File: src/rtl/addsub_pkg.sv
// ============================================================
// addsub_pkg: shared state encoding and sizing helpers. Rev 1.0
// ============================================================
`default_nettype none

package addsub_pkg;

  typedef enum logic [1:0] {
    IDLE = 2'd0,
    RUN  = 2'd1,
    DONE = 2'd2
  } state_t;

  function automatic int calc_steps(input int width, input int slice);
    return width / slice;
  endfunction

  // Index counter keeps at least one bit even when a single step suffices.
  function automatic int calc_idx_w(input int steps);
    return (steps <= 1) ? 1 : $clog2(steps);
  endfunction

endpackage

`default_nettype wire

File: src/rtl/addsub_slice.sv
// ============================================================
// addsub_slice: combinational SLICE-bit adder that also exposes
// the carry into its top bit for signed overflow. Rev 1.0
// ============================================================
`default_nettype none

module addsub_slice #(
  parameter int SLICE = 4
) (
  input  logic [SLICE-1:0] a,
  input  logic [SLICE-1:0] b,
  input  logic             cin,
  output logic [SLICE-1:0] sum,
  output logic             cout,
  output logic             c_top
);

  generate
    if (SLICE == 1) begin : g_single_bit
      assign c_top = cin;
      assign sum   = a ^ b ^ cin;
      assign cout  = (a[0] & b[0]) | (cin & (a[0] ^ b[0]));
    end else begin : g_multi_bit
      // Low bits are summed one bit wider so the MSB-1 carry falls out directly.
      logic [SLICE-1:0] w_low;
      assign w_low = {1'b0, a[SLICE-2:0]} + {1'b0, b[SLICE-2:0]}
                   + {{(SLICE-1){1'b0}}, cin};
      assign c_top = w_low[SLICE-1];
      assign sum   = {a[SLICE-1] ^ b[SLICE-1] ^ c_top, w_low[SLICE-2:0]};
      assign cout  = (a[SLICE-1] & b[SLICE-1]) | (c_top & (a[SLICE-1] ^ b[SLICE-1]));
    end
  endgenerate

endmodule

`default_nettype wire

File: src/rtl/multicycle_addsub_flags.sv
// ============================================================
// multicycle_addsub_flags: slice-serial add/subtract with flags.
// Optional sticky overflow via ADDSUB_STICKY_OVF_EN. Rev 1.0
// ============================================================
`default_nettype none

module multicycle_addsub_flags
  import addsub_pkg::*;
#(
  parameter int WIDTH = 16,
  parameter int SLICE = 4
) (
  input  logic             clk,
  input  logic             rst,
  input  logic             start,
  input  logic [WIDTH-1:0] a,
  input  logic [WIDTH-1:0] b,
  input  logic             sub,
  input  logic             is_signed,
`ifdef ADDSUB_STICKY_OVF_EN
  input  logic             clr_sticky,
  output logic             sticky_ovf,
`endif
  output logic             busy,
  output logic             done,
  output logic [WIDTH-1:0] result,
  output logic             carry_out,
  output logic             overflow,
  output logic             zero,
  output logic             negative
);

  localparam int STEPS = calc_steps(WIDTH, SLICE);
  localparam int IDX_W = calc_idx_w(STEPS);
  localparam logic [IDX_W-1:0] LAST_IDX = IDX_W'(STEPS - 1);

  state_t             state_q, state_d;
  logic [WIDTH-1:0]   a_q, a_d, b_q, b_d, acc_q, acc_d;
  logic [IDX_W-1:0]   idx_q, idx_d;
  logic               carry_q, carry_d, sub_q, sub_d, signed_q, signed_d;
  logic               busy_q, busy_d, done_q, done_d;
  logic [WIDTH-1:0]   result_q, result_d;
  logic               carry_out_q, carry_out_d, overflow_q, overflow_d;
  logic               zero_q, zero_d, negative_q, negative_d;

  logic [SLICE-1:0]       w_sum;
  logic                   w_cout, w_c_top, w_last;
  logic [WIDTH+SLICE-1:0] w_acc_cat;
  logic [WIDTH-1:0]       w_acc_next;

  addsub_slice #(.SLICE(SLICE)) u_slice (
    .a     (a_q[SLICE-1:0]),
    .b     (b_q[SLICE-1:0]),
    .cin   (carry_q),
    .sum   (w_sum),
    .cout  (w_cout),
    .c_top (w_c_top)
  );

  // Slices enter at the top and shift down, so after STEPS cycles slice 0 sits at bit 0.
  assign w_acc_cat  = {w_sum, acc_q};
  assign w_acc_next = w_acc_cat[WIDTH+SLICE-1:SLICE];
  assign w_last     = (state_q == RUN) && (idx_q == LAST_IDX);

  always_comb begin
    state_d     = state_q;
    a_d         = a_q;
    b_d         = b_q;
    acc_d       = acc_q;
    idx_d       = idx_q;
    carry_d     = carry_q;
    sub_d       = sub_q;
    signed_d    = signed_q;
    busy_d      = 1'b0;
    done_d      = 1'b0;
    result_d    = result_q;
    carry_out_d = carry_out_q;
    overflow_d  = overflow_q;
    zero_d      = zero_q;
    negative_d  = negative_q;
    case (state_q)
      IDLE, DONE: begin
        if (start) begin
          state_d  = RUN;
          a_d      = a;
          b_d      = b ^ {WIDTH{sub}};
          carry_d  = sub;
          idx_d    = '0;
          sub_d    = sub;
          signed_d = is_signed;
          busy_d   = 1'b1;
        end else begin
          state_d  = IDLE;
        end
      end
      RUN: begin
        a_d     = a_q >> SLICE;
        b_d     = b_q >> SLICE;
        carry_d = w_cout;
        acc_d   = w_acc_next;
        if (w_last) begin
          state_d     = DONE;
          done_d      = 1'b1;
          result_d    = w_acc_next;
          carry_out_d = w_cout;
          overflow_d  = signed_q ? (w_c_top ^ w_cout) : (w_cout ^ sub_q);
          zero_d      = (w_acc_next == '0);
          negative_d  = w_acc_next[WIDTH-1];
        end else begin
          idx_d  = idx_q + IDX_W'(1);
          busy_d = 1'b1;
        end
      end
      default: state_d = IDLE;
    endcase
  end

  always_ff @(posedge clk) begin
    if (rst) begin
      state_q     <= IDLE;
      a_q         <= '0;
      b_q         <= '0;
      acc_q       <= '0;
      idx_q       <= '0;
      carry_q     <= 1'b0;
      sub_q       <= 1'b0;
      signed_q    <= 1'b0;
      busy_q      <= 1'b0;
      done_q      <= 1'b0;
      result_q    <= '0;
      carry_out_q <= 1'b0;
      overflow_q  <= 1'b0;
      zero_q      <= 1'b0;
      negative_q  <= 1'b0;
    end else begin
      state_q     <= state_d;
      a_q         <= a_d;
      b_q         <= b_d;
      acc_q       <= acc_d;
      idx_q       <= idx_d;
      carry_q     <= carry_d;
      sub_q       <= sub_d;
      signed_q    <= signed_d;
      busy_q      <= busy_d;
      done_q      <= done_d;
      result_q    <= result_d;
      carry_out_q <= carry_out_d;
      overflow_q  <= overflow_d;
      zero_q      <= zero_d;
      negative_q  <= negative_d;
    end
  end

`ifdef ADDSUB_STICKY_OVF_EN
  logic sticky_q, sticky_d;

  // A set on the same edge as a clear takes priority.
  always_comb begin
    sticky_d = sticky_q;
    if (clr_sticky) sticky_d = 1'b0;
    if (w_last && overflow_d) sticky_d = 1'b1;
  end

  always_ff @(posedge clk) begin
    if (rst) sticky_q <= 1'b0;
    else     sticky_q <= sticky_d;
  end

  assign sticky_ovf = sticky_q;
`endif

  assign busy      = busy_q;
  assign done      = done_q;
  assign result    = result_q;
  assign carry_out = carry_out_q;
  assign overflow  = overflow_q;
  assign zero      = zero_q;
  assign negative  = negative_q;

endmodule

`default_nettype wire

File: config.mk
export PLATFORM = sky130hd
export DESIGN_NAME = multicycle_addsub_flags
export DESIGN_NICKNAME = d
export VERILOG_FILES = /design/src/rtl/addsub_pkg.sv /design/src/rtl/addsub_slice.sv /design/src/rtl/multicycle_addsub_flags.sv
export SDC_FILE = /design/constraint.sdc
export NUM_CORES = 1
export LEC_CHECK = 0
export CAP_MARGIN = 10
export CORE_ASPECT_RATIO = 1.25
export CORE_MARGIN = 4
export CORE_UTILIZATION = 55
export CTS_CLUSTER_SIZE = 16
export DETAILED_ROUTE_END_ITERATION = 8
export PLACE_DENSITY_LB_ADDON = 0.3
export SLEW_MARGIN = 10
export SYNTH_ARGS = -nofsm -noshare
export SYNTH_HDL_FRONTEND = slang
export SYNTH_SLANG_ARGS = --single-unit
File: constraint.sdc
create_clock -name clk -period 3.15 [get_ports clk]
set_input_delay 0.63 -clock clk [delete_from_list [all_inputs] [get_ports clk]]
set_output_delay 0.63 -clock clk [all_outputs]
set_load 0.02 [all_outputs]
==> results of run 1 <==
final cells by class:
cell class | instances | area (µm²)
multi-input cells | 245 | 1410
repair buffers | 65 | 641
fillers | 429 | 1440
well taps | 62 | 77.6
clock buffers | 15 | 166
flip-flops and latches | 72 | 1440
inverters | 5 | 18.8
sequential cells by signal, indices dropped and copies added (netlist names):
register,flops
overflow,1
idx_q,2
busy,1
carry_out,1
zero,1
done,1
state_q,2
result,16
carry_q,1
a_q,16
acc_q,12
sub_q,1
b_q,16
signed_q,1
power by group through the flow:
stage                     registers (µW)  clock network (µW)  logic [µW]
after floorplan                      994                   0         165
after global placement               999                   0         246
after detailed placement            1000                   0         251
after CTS                            981                 638         253
after global routing                 985                 674         281
final                                981                 632         253
cell families (layout without fill, tap and decap cells):
logic type	after synthesis	in the layout	synth area share (%)
buffers and inverters	37	85	5.68
muxes	1	1	0.332
AOI/OAI and AO/OA	99	99	19.7
and+or+nand+nor	122	122	18.3
DFF	72	72	47.8
adders and majority gates	6	6	3.24
xor gates and xnor gates	17	17	4.94
final timing paths:
path              from   endpoint  slack (ns)  cells after the start
max             a_q[0]       zero        0.92                      8
min          result[1]  result[1]        0.45                      2
max reg2reg     a_q[0]       zero        0.92                      8
min reg2reg  result[1]  result[1]        0.45                      2
cells in the mapped netlist, drive strengths merged (2+ instances only):
cell type / number / share of area, %
dfxtp: 72 / 48
a21oi: 62 / 10
nand2: 61 / 7.6
nand3: 33 / 5.5
a22oi: 24 / 6.0
buf: 18 / 3.3
xor2: 16 / 4.6
clkbuf: 14 / 1.7
nor2: 11 / 1.4
a211oi: 5 / 1.2
inv: 5 / 0.62
nand3b: 5 / 1.2
fa: 3 / 2.0
ha: 3 / 1.2
o211ai: 3 / 0.75
nand2b: 2 / 0.41
nor2b: 2 / 0.41
nor4: 2 / 0.41
o21a: 2 / 0.50
worst min-delay path: stages, from the launching register on:
cell and delay, ns:
dfxtp_1 0.31, nand2_1 0.05, a21oi_1 0.05
layer usage:
metal	up-vias	part of all wire, %	global-route usage [%]
met1	1231	40	22.7
li1	1318	-	-
met5	-	0	0
met4	0	2.3	9.50
met3	13	5.1	3.67
met2	78	53	37.4
stage by stage:
| stage | cells | cell area (µm²) | hold slack [ns] | power (µW) | worst slack, ns |
|---|---|---|---|---|---|
| finish | 464 | 3750 | 0.452 | 1870 | 0.920 |
| global route | 464 | 3750 | 0.477 | 1940 | 0.829 |
| CTS | 464 | 3750 | 0.455 | 1870 | 0.941 |
| detailed placement | 449 | 3580 | 0.446 | 1250 | 0.954 |
| global placement | 449 | 3580 | 0.441 | 1240 | 1.04 |
| floorplan | 354 | 3020 | 0.436 | 1160 | 1.11 |
==> flow_summary.json, run 1 <==
{
  "synthesis.nets": 397,
  "critPathMostFrequentCell": "fa_1",
  "setup_viol": 0,
  "cp.buffers_inverters": 0,
  "rsz0062_at_grt": "false",
  "syn_area_mm2": 0.00302,
  "drive_gt1_share_pct": 4.98,
  "nets": 441,
  "dieArea_mm2": 0.00674,
  "row_count": 29,
  "syn_inst": 354,
  "critPathArrivalTime_ns": 2.46,
  "die_y_um": 90.8,
  "synth-seq-cells": 72,
  "post-cts-setup-buffer-count": 0,
  "via_per_inst": 5.69,
  "outcome": "finished clean",
  "clockRootBuffer": "clkbuf_8",
  "hold_path_class": "flop to flop",
  "period_share_pct": 70.8,
  "layout_commonest_cell": "dfxtp_1",
  "totalWireLength_um": 6690,
  "p_sw_uw": 470,
  "fp.dieW_um": 74.2,
  "final.setup_skew_ns": 0.00346,
  "dp_hpwl_um": 4590,
  "crit_type": "flop to flop",
  "peakVddDrop_v": 0.000336,
  "cts.sinks": 72,
  "maxCapViolations": 0,
  "final_max_slew_viol_count": 0,
  "io_buffers": 58,
  "core_area_mm2": 0.00519,
  "clk_path_buf_depth": 2,
  "comb_power_share_pct": 13.6,
  "fin_util_pct": 72.3,
  "firstDrtPassIters": 4,
  "slowest_delay_ns": 0.47,
  "grt_util_all_layers_pct": 20.7,
  "max-slew-margin-rel_pct": 31.3,
  "drc": 0,
  "path_max_fanout": 3,
  "p_int_uw": 1400,
  "initial_utilization_pct": 58.1,
  "layout_common_cells": "dfxtp_1 (72), a21oi_1 (62), nand2_1 (61)",
  "postRouteAntennaNets": 0,
  "grt_max_degree": 40,
  "period_needed_ns": 2.23,
  "cts_tree": "built",
  "clock_latency_ns": 0.34,
  "grt_pass1_vias": 2563,
  "diodes": 0,
  "gp_congestion": 0.786,
  "cpLargestDelayFamily": "adder cells",
  "yosysUniqueCellTypes": 31,
  "clk_pin_slew_ns": 0.07,
  "clockPowerShare_pct": 33.9,
  "synth_area_per_cell_um2": 8.52,
  "ios": 59,
  "crit_required_ns": 3.38,
  "ctsHoldBuffers": 0,
  "grt_overflow": 0,
  "endpoint_kind": "flop",
  "startpoint_type": "flop",
  "seqPwrFrac_pct": 52.6,
  "syn2layout_area_growth_pct": 24.4,
  "wl_per_cell_um": 14.4,
  "crit_slowest_cell": "fa_1",
  "power_density_mw_per_mm2": 498,
  "cts_made_buffers": 9,
  "ctsResizeCount": 0,
  "num_vias": 2640,
  "fin_setup_tns_ns": 0,
  "yosysSeqAreaShare_pct": 47.8,
  "synthFlopType": "dfxtp_1",
  "grt_antenna_before_repair": 0,
  "synthArstFlopShare_pct": 0,
  "path_cells": "fa_1, a21oi_1, nor2b_1, nor2_1, fa_1, nand3b_1, nor3_1, a41o_1",
  "ys_warn_count": 0,
  "fmax_mhz": 448,
  "grt_pass1_wl_um": 11100,
  "htreeDepth": 3,
  "synth_edf_count": 0,
  "leakage_uw": 0.00132,
  "swShare_pct": 25.2,
  "worstMarginPinSlew_ns": 1.03,
  "drtIter0Drc": 217,
  "hold_viol": 0
}
Note: power is estimated with default switching activity, not from simulation.
==> inputs of run 2 (changes only) <==
--- a/config.mk
+++ b/config.mk
@@ -8,7 +8,7 @@
 export CAP_MARGIN = 10
 export CORE_ASPECT_RATIO = 1.25
 export CORE_MARGIN = 4
-export CORE_UTILIZATION = 55
+export CORE_UTILIZATION = 51
 export CTS_CLUSTER_SIZE = 16
 export DETAILED_ROUTE_END_ITERATION = 8
 export PLACE_DENSITY_LB_ADDON = 0.3
==> constraint.sdc (replaced) <==
create_clock -name clk -period 2.15 [get_ports clk]
set_input_delay 0.43 -clock clk [delete_from_list [all_inputs] [get_ports clk]]
set_output_delay 0.43 -clock clk [all_outputs]
set_load 0.02 [all_outputs]
==> flow_summary.json, run 2 (same netlist as run 1, synthesis figures left out) <==
{
  "reg2regPathDepth": 8,
  "grt_pass1_vias": 2408,
  "critPathArrivalTime_ns": 2.32,
  "layout_commonest_cell": "dfxtp_1",
  "via_per_inst": 5.56,
  "holdPathStages": 2,
  "postRouteAntennaNets": 0,
  "grt_overflow": 0,
  "period_share_pct": 96.7,
  "layout_common_cells": "dfxtp_1 (71), nand2_1 (61), a21oi_1 (61)",
  "totalWireLength_um": 6690,
  "cts_tree": "built",
  "grt_max_degree": 39,
  "die_y_um": 94.0,
  "final_max_slew_viol_count": 0,
  "firstDrtPassIters": 4,
  "crit_slowest_cell": "fa_1",
  "setup_ws_ns": 0.0713,
  "power_density_mw_per_mm2": 768,
  "cpLargestDelayFamily": "adder cells",
  "crit_required_ns": 2.39,
  "clockPowerShare_pct": 38.9,
  "hold_path_class": "flop to flop",
  "htreeDepth": 3,
  "dp_cells": 458,
  "grt_util_all_layers_pct": 19.2,
  "clockRootBuffer": "clkbuf_8",
  "peakVddDrop_v": 0.000487,
  "fp.dieW_um": 76.8,
  "cts.sinks": 72,
  "initial_utilization_pct": 52.2,
  "nets": 447,
  "grt_pass1_wl_um": 10800,
  "fin_util_pct": 67.5,
  "io_buffers": 58,
  "r2r-end": "zero",
  "leakage_uw": 0.00139,
  "final.setup_skew_ns": 0.00835,
  "dp_hpwl_um": 4570,
  "comb_power_share_pct": 13.1,
  "swShare_pct": 24.5,
  "endpoint_kind": "flop",
  "row_count": 31,
  "min-delay-start": "result[2]",
  "drtIter0Drc": 147,
  "rr_startpoint": "b_q[0]",
  "p_sw_uw": 735,
  "cp.buffers_inverters": 0,
  "num_vias": 2642,
  "final-instance-count-excl-fill": 475,
  "worstMarginPinSlew_ns": 0.576,
  "fmax_mhz": 481,
  "maxCapViolations": 0,
  "cts_made_buffers": 9,
  "fin_hold_ws_ns": 0.454,
  "n_fill_cell": 499,
  "clk_pin_slew_ns": 0.07,
  "path_cells": "fa_2, a21oi_2, nor2b_1, nor2_2, fa_1, nand3b_1, nor3_1, a41o_1",
  "max-slew-margin-rel_pct": 61.6,
  "ios": 59,
  "crit_type": "flop to flop",
  "grt_antenna_before_repair": 0,
  "hold_viol": 0,
  "outcome": "finished clean",
  "fin_setup_tns_ns": 0,
  "path_max_fanout": 2,
  "dp_slack_ns": -0.0290,
  "slowest_delay_ns": 0.45,
  "syn2layout_area_growth_pct": 29.4,
  "period_needed_ns": 2.08,
  "gp_congestion": 0.851,
  "regToRegSetupSlack_ns": 0.07,
  "setup_viol": 0,
  "startpoint_type": "flop",
  "seqPwrFrac_pct": 47.9,
  "dieArea_mm2": 0.00721,
  "drive_gt1_share_pct": 8.56,
  "min_to": "result[2]",
  "clock_latency_ns": 0.35,
  "clk_path_buf_depth": 2,
  "diodes": 0,
  "core_area_mm2": 0.00578,
  "p_int_uw": 2260,
  "wl_per_cell_um": 14.1,
  "drc": 0
}
-- run 2: cell types whose count changed in the layout (fill, tap and decap cells not counted), sizes merged --
| cell | previous run | this run |
|---|---|---|
| bufinv | 0 | 2 |
| buf | 8 | 14 |
| clkinv | 0 | 3 |
| clkinvlp | 0 | 1 |
| clkbuf | 15 | 10 |
-- run 2: timing repair --
item                                   CTS  global route
endpoints found under the hold margin    0             0
buffers inserted                         1             0
resized for setup                        2             2
hold buffers                             0             0
setup endpoints to repair                1             2
cloned                                   0             0
pin swaps                                4             5
-- run 2: layout make-up --
cell class	count	area [µm²]	share of cell area [%]
well taps	66	82.6	2.12
clock inverters	6	82.6	2.12
clock buffers	10	138	3.53
flip-flops and latches	72	1440	37.0
inverters	5	18.8	0.481
repair buffers	71	723	18.5
multi-input cells	245	1410	36.2
-- run 2: stage by stage --
step,cell area (µm²),power [µW]
3_5_place_dp,3660,1850
2_1_floorplan,3020,1700
5_1_grt,3900,3110
4_1_cts,3900,3010
3_3_place_gp,3660,1840
6_report,3900,3000
-- run 2: worst max path at each step --
stage / startpoint / end / slack (ns) / depth (start not counted)
5_1_grt: b_q[0] / zero / -0.008 / 8
6_report: b_q[0] / zero / 0.07 / 8
3_3_place_gp: a_q[0] / zero / 0.07 / 8
4_1_cts: carry_q / zero / 0.007 / 8
3_5_place_dp: a_q[0] / zero / -0.03 / 8
2_1_floorplan: a_q[0] / zero / 0.11 / 8
-- run 2: power by group through the flow --
stage / clock network [µW] / logic, µW / registers (µW)
after floorplan: 0 / 242 / 1460
after global placement: 0 / 377 / 1460
after detailed placement: 0 / 385 / 1470
after CTS: 1180 / 394 / 1440
after global routing: 1240 / 432 / 1440
final: 1170 / 393 / 1440
-- run 2: worst register-to-register path, cell delays in order (launching register included) --
cell      delay, ns
dfxtp_2        0.34
fa_2           0.41
a21oi_2        0.17
nor2b_1        0.08
nor2_2         0.13
fa_1           0.45
nand3b_1       0.11
nor3_1         0.05
a41o_1         0.24
-- run 2: per-layer routing --
layer / part of all wire (%) / global-route usage [%] / vias up
met2: 52 / 33.5 / 75
met5: 0 / 0 / -
met4: 2.5 / 11.5 / 0
met1: 41 / 21.6 / 1224
li1: - / - / 1329
met3: 4.5 / 3.65 / 14
